`src/rtl/pipe_stage_reg.sv`:
```
// Inter-stage pipeline register for the 5-stage MIPS core with hold, bubble
// insertion, in-place operand refresh while held and a saturating stall counter.
module pipe_stage_reg #(
  parameter int DATA_W      = 32,
  parameter int ADDR_W      = 5,
  parameter int TNEW_W      = 2,
  parameter int NUM_OPS     = 2,
  parameter int TNEW_DEC    = 1,
  parameter int STALL_CNT_W = 8
) (
  input  logic                        clk,
  input  logic                        reset,
  input  logic                        stall,
  input  logic                        flush,
  input  logic                        valid_in,
  input  logic [DATA_W-1:0]           instr_in,
  input  logic [DATA_W-1:0]           pc_in,
  input  logic [NUM_OPS*DATA_W-1:0]   ops_in,
  input  logic [DATA_W-1:0]           imm_in,
  input  logic [ADDR_W-1:0]           waddr_in,
  input  logic                        regwrite_in,
  input  logic [TNEW_W-1:0]           tnew_in,
  input  logic [NUM_OPS-1:0]          refresh_en,
  input  logic [NUM_OPS*DATA_W-1:0]   refresh_data,
  output logic                        valid_out,
  output logic [DATA_W-1:0]           instr_out,
  output logic [DATA_W-1:0]           pc_out,
  output logic [NUM_OPS*DATA_W-1:0]   ops_out,
  output logic [DATA_W-1:0]           imm_out,
  output logic [ADDR_W-1:0]           waddr_out,
  output logic                        regwrite_out,
  output logic [TNEW_W-1:0]           tnew_out,
  output logic [STALL_CNT_W-1:0]      stall_cnt
);

  logic                      valid_q,    valid_d;
  logic [DATA_W-1:0]         instr_q,    instr_d;
  logic [DATA_W-1:0]         pc_q,       pc_d;
  logic [NUM_OPS*DATA_W-1:0] ops_q,      ops_d;
  logic [DATA_W-1:0]         imm_q,      imm_d;
  logic [ADDR_W-1:0]         waddr_q,    waddr_d;
  logic                      regwrite_q, regwrite_d;
  logic [TNEW_W-1:0]         tnew_q,     tnew_d;
  logic [STALL_CNT_W-1:0]    stall_cnt_q, stall_cnt_d;

  always_comb begin
    valid_d     = valid_q;
    instr_d     = instr_q;
    pc_d        = pc_q;
    ops_d       = ops_q;
    imm_d       = imm_q;
    waddr_d     = waddr_q;
    regwrite_d  = regwrite_q;
    tnew_d      = tnew_q;
    stall_cnt_d = stall_cnt_q;

    if (flush) begin
      // A bubble still carries its PC for EPC / delay-slot bookkeeping.
      valid_d    = 1'b0;
      instr_d    = '0;
      pc_d       = pc_in;
      ops_d      = '0;
      imm_d      = '0;
      waddr_d    = '0;
      regwrite_d = 1'b0;
      tnew_d     = '0;
    end else if (stall) begin
      for (int i = 0; i < NUM_OPS; i++) begin
        if (refresh_en[i]) begin
          ops_d[i*DATA_W +: DATA_W] = refresh_data[i*DATA_W +: DATA_W];
        end
      end
      if (valid_q && (stall_cnt_q != {STALL_CNT_W{1'b1}})) begin
        stall_cnt_d = stall_cnt_q + STALL_CNT_W'(1);
      end
    end else begin
      valid_d    = valid_in;
      instr_d    = instr_in;
      pc_d       = pc_in;
      ops_d      = ops_in;
      imm_d      = imm_in;
      waddr_d    = waddr_in;
      regwrite_d = regwrite_in && (waddr_in != '0);
      if (TNEW_DEC != 0) begin
        tnew_d = (tnew_in != '0) ? (tnew_in - TNEW_W'(1)) : '0;
      end else begin
        tnew_d = tnew_in;
      end
      if (valid_in) begin
        stall_cnt_d = '0;
      end
    end
  end

  always_ff @(posedge clk or negedge reset) begin
    if (!reset) begin
      valid_q     <= 1'b0;
      instr_q     <= '0;
      pc_q        <= '0;
      ops_q       <= '0;
      imm_q       <= '0;
      waddr_q     <= '0;
      regwrite_q  <= 1'b0;
      tnew_q      <= '0;
      stall_cnt_q <= '0;
    end else begin
      valid_q     <= valid_d;
      instr_q     <= instr_d;
      pc_q        <= pc_d;
      ops_q       <= ops_d;
      imm_q       <= imm_d;
      waddr_q     <= waddr_d;
      regwrite_q  <= regwrite_d;
      tnew_q      <= tnew_d;
      stall_cnt_q <= stall_cnt_d;
    end
  end

  assign valid_out    = valid_q;
  assign instr_out    = instr_q;
  assign pc_out       = pc_q;
  assign ops_out      = ops_q;
  assign imm_out      = imm_q;
  assign waddr_out    = waddr_q;
  assign regwrite_out = regwrite_q;
  assign tnew_out     = tnew_q;
  assign stall_cnt    = stall_cnt_q;

endmodule

```
`config.mk`:
```
export PLATFORM = sky130hd
export DESIGN_NAME = pipe_stage_reg
export DESIGN_NICKNAME = d
export VERILOG_FILES = /design/src/rtl/pipe_stage_reg.sv
export SDC_FILE = /design/constraint.sdc
export NUM_CORES = 1
export LEC_CHECK = 0
export ABC_AREA = 1
export BUFFER_PORTS_ARGS = -buffer_cell sky130_fd_sc_hd__buf_2
export CAP_MARGIN = 5
export CORE_AREA = 4 4 160 162
export CTS_BUF_LIST = sky130_fd_sc_hd__clkbuf_8
export DETAILED_ROUTE_END_ITERATION = 10
export DIE_AREA = 0 0 164 166
export HOLD_SLACK_MARGIN = 0.1
export PLACE_DENSITY = 0.66
export RECOVER_POWER = 50
export REMOVE_ABC_BUFFERS = 1
export SLEW_MARGIN = 40
export SYNTH_ARGS = -nofsm -noshare
export SYNTH_HDL_FRONTEND = slang
export SYNTH_SLANG_ARGS = --single-unit
export TNS_END_PERCENT = 100
```
`constraint.sdc`:
```
create_clock -name clk -period 1.4 [get_ports clk]
set_input_delay 0.21 -clock clk [delete_from_list [all_inputs] [get_ports clk]]
set_output_delay 0.21 -clock clk [all_outputs]
set_load 0.05 [all_outputs]
```
==> reports/results.tsv <==
metric	value	unit
run_status	finished with violations	
failed_checks	negative setup slack	
worst_pin_slew	0.951	ns
worst_hold_path.num_cells	4	
finalHoldViolCount	0	
grt_max_degree	70	
fraction_of_post_synthesis_cell_area_in_the_top_cell_type_by_area	60.9	%
vias_per_cell	4.65	
timing.final.ws_setup	-0.0165	ns
port_buffers	415	
synth_cells	664	
dp_hpwl	18.1	mm
grt_pass1_vias	8132	
timing.max_cap.violations	0	
grt_pass1_wl	43.1	mm
vdd.ir_drop.worst	0.000496	V
drt_wl_total	28.0	mm
top_level_ports	416	
timing.fmax	706	MHz
area_delta_synth_final	76.0	%
ant_nets	0	
tritoncts	done	
synth-async-reset-ratio	100	%
worst_path_largest_cell_delay	0.59	ns
worst_hold_path_type	primary input to register	
start_util	30.2	%
worst-endpoint-arrival	1.73	ns
synth_sequential_area_ratio	60.9	%
core-area	24100	µm²
synth_area_leaders	dfrtp_1 (61%), mux2i_1 (8.8%), a22o_1 (7.9%)	
post_synth_num_cell_types	22	
floorplan.die_area	27200	µm²
rr_endpoint	stall_cnt[3]	
period_share	101	%
remaining_design_rule_violation_count	0	
routed_wire_length_per_instance	16.8	µm
synth.avg_cell_area	11.0	µm²
drt_pass1_iterations	4	
floorplan.die.height	166	µm
cts_root_buffer_type	clkbuf_8	
numClockSinks	177	
vias	7762	
grt.overflow.total	0	
critPathMaxFanout	1	
startpoint_of_the_most_critical_setup_path	ops_in[35]	
worst_skew_pair.late_latency	0.44	ns
synth_seq_cells	177	
slew_headroom	36.6	%
drv_slew	0	
setup_viol_count_final	1	
final_nets	1570	
utilization	53.1	%
post_route_cells_drive_above_1_share	36.6	%
syn_area	7270	µm²
cts_htree_levels	4	
synth_enable_flop_cells	0	
drt_first_iter_violations	443	
grtUsageTotal	19.9	%
globalplace.congestion	0.833	
crit_slowest_cell	dlygate4sd3_1	
most_common_cell_in_the_netlist	dfrtp_1	
power.density_cell_area	1020	nW/µm²
place_worst_setup_slack	0.0243	ns
ys_dominant_reg_cell	dfrtp_1	
cts_made_buffers	17	
post-synth-top-area-cell	dfrtp_1	
clkTransAtPathRegs	0.09	ns
fp-row-count	57	
worst-setup-path-type	primary input to register	
fin_worst_skew	0.0156	ns
final_period_minus_worst_setup_slack	1.42	ns
yosysWarnings	0	
timing.critical_path.from_type	primary input	
critPathCaptureType	register	
synth.top_cells.by_count	dfrtp_1 (177), nand2_1 (132), inv_1 (77)	
critical_path_required	1.71	ns
setup.worst_path.end	ops_out[35]	
path_cells	dlygate4sd3_1 -> buf_2 -> mux2i_1 -> dlygate4sd3_1 -> o22ai_1	
r2r-start	stall_cnt[1]	
grt_antenna_before_repair	4	
ff2ff_path_depth	9	
die_w	164	µm
grt_setup_unrepaired	true	
standby_leakage_power	6.84	nW
worst_case_clock_buffer_depth	2	
r2r_slack	0.08	ns
worst_path_most_repeated_cell	dlygate4sd3_1	
-- worst max-delay path: cells and delay by family --
family	cells	cell delay, ns
compound gates	1	0.06
mux	1	0.22
buf+inv	3	1.24
-- routing by layer --
| layer | global-route usage (%) | share of wire, % | vias up | routed length (µm) |
|---|---|---|---|---|
| met2 | 34.3 | 51 | 372 | 14200 |
| li1 | - | - | 3601 | - |
| met1 | 23.4 | 38 | 3701 | 10700 |
| met4 | 7.99 | 3.8 | 6 | 1070 |
| met3 | 5.49 | 6.8 | 82 | 1900 |
| met5 | 0 | 0.16 | - | 45 |
-- state kept, by name (all words and copies together), names as in the netlist --
signal        cells
stall_cnt         8
pc_out           32
regwrite_out      1
instr_out        32
waddr_out         5
tnew_out          2
ops_out          64
valid_out         1
imm_out          32
-- worst min-delay path by stage --
| stage | from | end | slack (ns) |
|---|---|---|---|
| floorplan | reset | imm_out[0] | -0.09 |
| CTS | flush | valid_out | 0.12 |
| detailed placement | reset | ops_out[9] | 0.14 |
| global route | flush | valid_out | 0.14 |
| global placement | reset | ops_out[9] | 0.15 |
| finish | flush | valid_out | 0.16 |
-- final cells by class --
cell class | instances | area, µm²
flip-flops and latches | 177 | 4430
inverters | 79 | 297
well taps | 324 | 405
diodes | 1 | 2.50
multi-input cells | 364 | 2340
fillers | 2072 | 11300
clock buffers | 18 | 248
clock inverters | 14 | 155
repair buffers | 691 | 4920
-- through the flow --
stage	total power, W	hold slack (ns)	area (µm²)	setup TNS (ns)	instances
after floorplan	0.00762	-0.0856	7070	-93.58	620
after global placement	0.00885	0.146	9970	0	1394
after detailed placement	0.00889	0.145	9970	0	1394
after CTS	0.0131	0.120	12800	0	1661
after global routing	0.0137	0.138	12800	-0.0716	1668
final	0.0130	0.160	12800	-0.0165	1668
-- power by group --
part | internal [W] | total (W) | switching [W]
clock network | 0.00166 | 0.00357 | 0.00191
registers | 0.00546 | 0.00567 | 0.000206
logic | 0.00143 | 0.00377 | 0.00235
-- placed cells by master (no fill, tap or decap), drive strengths merged, types with 2 or more instances in the layout --
cell / instances
buf: 445
dlygate4sd3: 235
dfrtp: 177
nand2: 135
inv: 85
a22o: 66
mux2i: 64
o22ai: 64
clkbuf: 29
o21ai: 11
nand3: 10
nor2: 7
clkinv: 4
or2: 2
a32o: 2
clkinvlp: 2
bufinv: 2
-- repair_timing --
action                                 in CTS  in global routing
pin swaps                                   0                  1
hold buffers                              235                  0
endpoints found under the hold margin     346                  0
resized for setup                          13                 16
setup endpoints to repair                   7                 17
setup buffers                               0                  6
-- cells by family after synthesis --
logic type / share of synthesized area (%)
AOI/OAI and AO/OA: 14.6
adders and majority gates: 0.172
and+or+nand+nor: 8.43
buffers and inverters: 6.95
muxes: 8.81
xor gates and xnor gates: 0.120
DFF: 60.9
Note: power is estimated with default switching activity, not from simulation.
